`config.mk`:
```
export PLATFORM = sky130hd
export DESIGN_NAME = intc_subsystem
export DESIGN_NICKNAME = d
export VERILOG_FILES = /design/src/rtl/intc_subsystem.sv
export SDC_FILE = /design/constraint.sdc
export NUM_CORES = 1
export LEC_CHECK = 0
export BUFFER_PORTS_ARGS = -buffer_cell sky130_fd_sc_hd__buf_2
export CAP_MARGIN = 20
export CORE_MARGIN = 5
export CORE_UTILIZATION = 35
export CTS_CLUSTER_DIAMETER = 80
export CTS_CLUSTER_SIZE = 28
export DETAILED_ROUTE_END_ITERATION = 6
export PLACE_DENSITY = 0.53
export SLEW_MARGIN = 30
export SYNTH_ARGS = -nofsm -noshare
export SYNTH_HDL_FRONTEND = slang
export SYNTH_SLANG_ARGS = --single-unit
```
`constraint.sdc`:
```
create_clock -name clk -period 2.6 [get_ports clk]
set_clock_uncertainty 0.2 [all_clocks]
set_input_delay 0.26 -clock clk [delete_from_list [all_inputs] [get_ports clk]]
set_output_delay 0.26 -clock clk [all_outputs]
set_load 0.005 [all_outputs]
```
`src/rtl/intc_subsystem.sv`:
```
// intc_subsystem: memory-mapped 4-source interrupt controller.
//   clk, rst          : clock, synchronous active-high reset
//   done[3:0]         : accelerator request lines (rising edge = request)
//   IACK              : CPU acknowledge, clears the currently selected source
//   input_addr        : bus address for reads and writes (base 0x00020000)
//   write_enable      : bus write strobe
//   write_data        : bus write data
//   read_data         : combinational read of the ISR table (0 when out of range)
//   IRQ               : any request pending
//   isr_addr          : ISR address of lowest-index pending source (0 if none)
//   error             : one-cycle pulse on spurious acknowledge or lost request
module intc_subsystem (
  input  logic        clk,
  input  logic        rst,
  input  logic [3:0]  done,
  input  logic        IACK,
  input  logic [31:0] input_addr,
  input  logic        write_enable,
  input  logic [31:0] write_data,
  output logic [31:0] read_data,
  output logic        IRQ,
  output logic [31:0] isr_addr,
  output logic        error
);
  localparam int NUM_SRC = 4;

  logic [NUM_SRC-1:0][31:0] isr_tab;
  logic [NUM_SRC-1:0]       pending;
  logic [NUM_SRC-1:0]       done_q;
  logic                     error_q;

  logic                     in_range;
  logic [1:0]               idx;
  logic [1:0]               sel;
  logic                     ack;
  logic [NUM_SRC-1:0]       clr;
  logic [NUM_SRC-1:0]       rise;
  logic                     lost;
  logic                     spurious;

  // Bus decode: window 0x00020000..0x0002000F, word index in bits [3:2].
  assign in_range = (input_addr[31:16] == 16'h0002) && (input_addr[15:4] == 12'h000);
  assign idx      = input_addr[3:2];

  // ISR table, one write-enabled register per source.
  for (genvar i = 0; i < NUM_SRC; i++) begin : g_tab
    always_ff @(posedge clk) begin
      if (rst)
        isr_tab[i] <= '0;
      else if (write_enable && in_range && (idx == 2'(i)))
        isr_tab[i] <= write_data;
    end
  end

  assign read_data = in_range ? isr_tab[idx] : 32'h0;

  // Lowest index wins.
  always_comb begin
    sel = 2'd0;
    for (int i = NUM_SRC - 1; i >= 0; i--)
      if (pending[i]) sel = 2'(i);
  end

  assign IRQ      = |pending;
  assign isr_addr = IRQ ? isr_tab[sel] : 32'h0;

  assign ack  = IACK & IRQ;
  assign rise = done & ~done_q;

  always_comb begin
    clr = '0;
    if (ack) clr[sel] = 1'b1;
  end

  // A new edge on a source that is already pending and not being cleared
  // this cycle would be merged into the existing request: flag it.
  assign lost     = |(rise & pending & ~clr);
  assign spurious = IACK & ~IRQ;

  always_ff @(posedge clk) begin
    if (rst) begin
      done_q  <= '0;
      pending <= '0;
      error_q <= 1'b0;
    end else begin
      done_q  <= done;
      // Set has priority over clear on the same source.
      pending <= (pending & ~clr) | rise;
      error_q <= lost | spurious;
    end
  end

  assign error = error_q;

endmodule

```
==> results.md <==
- Cell variety after synth: 29
- Synth top area cells: dfxtp_1 (38%), mux2i_1 (18%), nand2b_1 (14%)
- CP bufs+invs: 3
- Clock sink total: around 140
- Syn Inst Count: ~700
- Worst setup startpoint: pending[2]
- Syn_area_per_cell: about 10 um^2
- Post-synth net total: 774
- Worst setup EP type: primary output
- Clk pin slew, worst setup/hold paths: roughly 60 ps
- VDD IR max: approximately 0.40 mV
- GPL Wtd Cong: around 0.81
- Vias: between 6,000 and 7,000
- WL per Instance: 19.51 um
- Highest Clock Rate: 406.7 MHz
- CP Class: reg -> out
- Hpwl dp: between 10 and 15 mm
- First drt pass iteration count: 5
- Global route overflow: 0
- Slew margin rel.: 65.94%
- Die height: approximately 150 um
- TritonCTS clock tree: done
- Max Cap Viol: 0
- Layout cells sized above 1: a little over a quarter
- Die Span X: between 150 and 200 um
- Sum Neg Setup Slack: 0 ps
- Synth Register Bits: 137
- Tcrit/Tclk final: roughly 95%
- Worst-skew pair later-pin latency: approximately 420 ps
- Clk buf depth: 2
- DR vias/cell: between 5 and 6
- Routed Wire Length: approximately 22 mm
- Sequential share of the synthesized area: 37.84%
- Ant. Diodes: 0
- Crit Path Max Fanout: 11
- Number of synthesis warnings: 0
- PwrDens: roughly 580 nW/um^2
- Hold WC Path Type: in -> reg
- CP arrival: 2000 ps
- Final Worst Setup Slack: around 140 ps
- Post-Syn Area: 7248 um^2
- Critical Path Most Common Cell: buf_4
- Worst path slowest cell: dfxtp_1
- Area share of the largest cell type after synthesis: about 38%
- Final setup viols: 0
- CP required: ~2100 ps
- DIE AREA: around 24,000 um^2
- Htree depth: 4
- Buffers added on ports: about 140
- Reg2reg start: pending[2]
- Unrepaired setup endpoints after global routing: no
- Net count reported at finish: 927
- Drt drc: 0
- 1st-iter DRT viols: 422
- Utilization after layout: 45.13%
- Largest delay share family, worst path: buffers and inverters
- Final hold violations: 0
- Global-route wire length before repair: approximately 35 mm
- Status: finished clean
- Syn-to-layout area delta: 26.39%
- Flop-to-flop setup slack: between 900 and 1000 ps
- Max-slew violation count: 0
- Initial Utilization: about 36%
- Initial antenna violation count: 0
- Cell Chain, Critical Path: nor3_1 -> buf_4 -> nand2_1 -> buf_4 -> o221ai_1 -> nor2_1 -> buf_2
- Min Clock Period, post-route: between 2000 and 2500 ps
- Hold_sp: write_data[2]
- Number of routed nets with antenna violations: 0
- Largest net degree at the start of global routing: 66
- Post-place setup slack: approximately 370 ps
- CP peak stage delay: about 430 ps
- Gr usage total: 18.55%
- Num rows: between 50 and 60
- Core box area: 20,300 um^2
- Fill cells: around 1,900
- CTS Buf Count: 17
- Vias in the first global route: ~6,500
- Yosys top cell by area: dfxtp_1
- # IOs: ~140
- Tightest Pin Transition: a little over 500 ps
- Leakage: 0.004533 uW
- Root buffer cell: clkbuf_16
- CP Launch Type: register
## layout by cell type, fill, tap and decap left out, drive strengths merged, types with 3 or more instances in the layout
| cell type | synthesis | final |
|---|---|---|
| a21oi | 4 | 4 |
| and3 | 33 | 33 |
| buf | 20 | 165 |
| bufinv | 0 | 3 |
| clkbuf | 42 | 23 |
| clkinv | 0 | 4 |
| dfxtp | 137 | 137 |
| dlygate4sd3 | 0 | 31 |
| inv | 3 | 3 |
| mux2i | 128 | 128 |
| mux4 | 32 | 32 |
| nand2 | 8 | 8 |
| nand2b | 163 | 163 |
| nand4 | 4 | 4 |
| nor2 | 37 | 37 |
| nor2b | 8 | 8 |
| nor4 | 6 | 6 |
| o21ai | 3 | 3 |
| o221ai | 31 | 31 |
| o22ai | 31 | 31 |
## sequential cells by signal, summed over array words and instances (netlist names)
| signal | count |
|---|---|
| done_q | 4 |
| error | 1 |
| isr_tab | 128 |
| pending | 4 |
## power breakdown
part	total, uW	switching (uW)	internal (uW)	leakage, uW
Combinational	664	353	311	0.00313
Sequential	2120	9.74	2110	0.00111
Clock	2490	891	1600	0.000299
Total	5270	1250	4020	0.00453
## synth_stat cells
cell type	instances
mux2_2	1
nor2b_1	8
and3_1	33
a21oi_1	4
nor3_1	2
and2_1	1
a31oi_1	2
buf_2	5
buf_6	12
and4_1	1
mux2i_1	128
buf_1	1
nor2_1	37
buf_4	2
mux4_2	32
inv_1	3
nor4b_1	1
o21ai_0	3
nor4_1	6
nand2_1	8
o221ai_1	31
o22ai_1	31
dfxtp_1	137
nand2b_1	163
nand3_1	1
nand4_4	4
a32oi_1	2
nand3b_1	1
clkbuf_1	42
## worst reg2reg max path, stage by stage, from the launching register on
cell and delay (ps):
dfxtp_1 360, nor3_1 320, buf_4 190, nand2_1 70, mux2_2 270, a31oi_1 180
## path summary, 6_finish.rpt
check	to	cells after the start
hold / removal	isr_tab[2]	3
hold reg to reg	isr_tab[15]	2
setup reg to reg	error	5
setup / recovery	isr_addr[21]	7
## cell type report
type	count	area (um^2)	area share, %
inverters	3	11.26	0.1229
multi-input cells	500	4173	45.55
clock buffers	23	488.0	5.326
repair buffers	196	1289	14.07
clock inverters	8	117.6	1.284
flip-flops and latches	137	2745	29.96
well taps	270	337.8	3.688
## kinds of logic after synthesis
| group | after synthesis | share of synthesized area, % |
|---|---|---|
| flip-flops | 137 | 37.84 |
| AND/OR/NAND/NOR | 266 | 22.27 |
| AO/OA/AOI/OAI | 73 | 7.319 |
| buffers and inverters | 65 | 4.799 |
| multiplexers | 161 | 27.77 |
## metrics by stage
stage / hold slack, ps / total power (uW) / instances / cell area [um^2]
6_report: 20.96 / 5273 / 1137 / 9161
4_1_cts: 0.002776 / 5332 / 1135 / 9144
5_1_grt: 18.81 / 5478 / 1137 / 9161
3_5_place_dp: 281.6 / 2791 / 1073 / 8228
3_3_place_gp: 271.0 / 2781 / 1073 / 8228
2_1_floorplan: 188.2 / 2505 / 702 / 7248
## routing by layer
layer  track usage, %  wire [um]  vias up
met5                0          0        -
met4            6.056        329        0
met3            4.300       1354       32
met2            31.23      10780      204
met1            23.56       9720     2961
li1                 -          -     2850
## what timing repair did
item                                    CTS  global route
buffers inserted                          0             2
resized for setup                         0             2
hold endpoints to repair                 75             0
hold buffers                             31             0
endpoints found under the setup margin    0            25
Power figures use the tool's default switching activity.
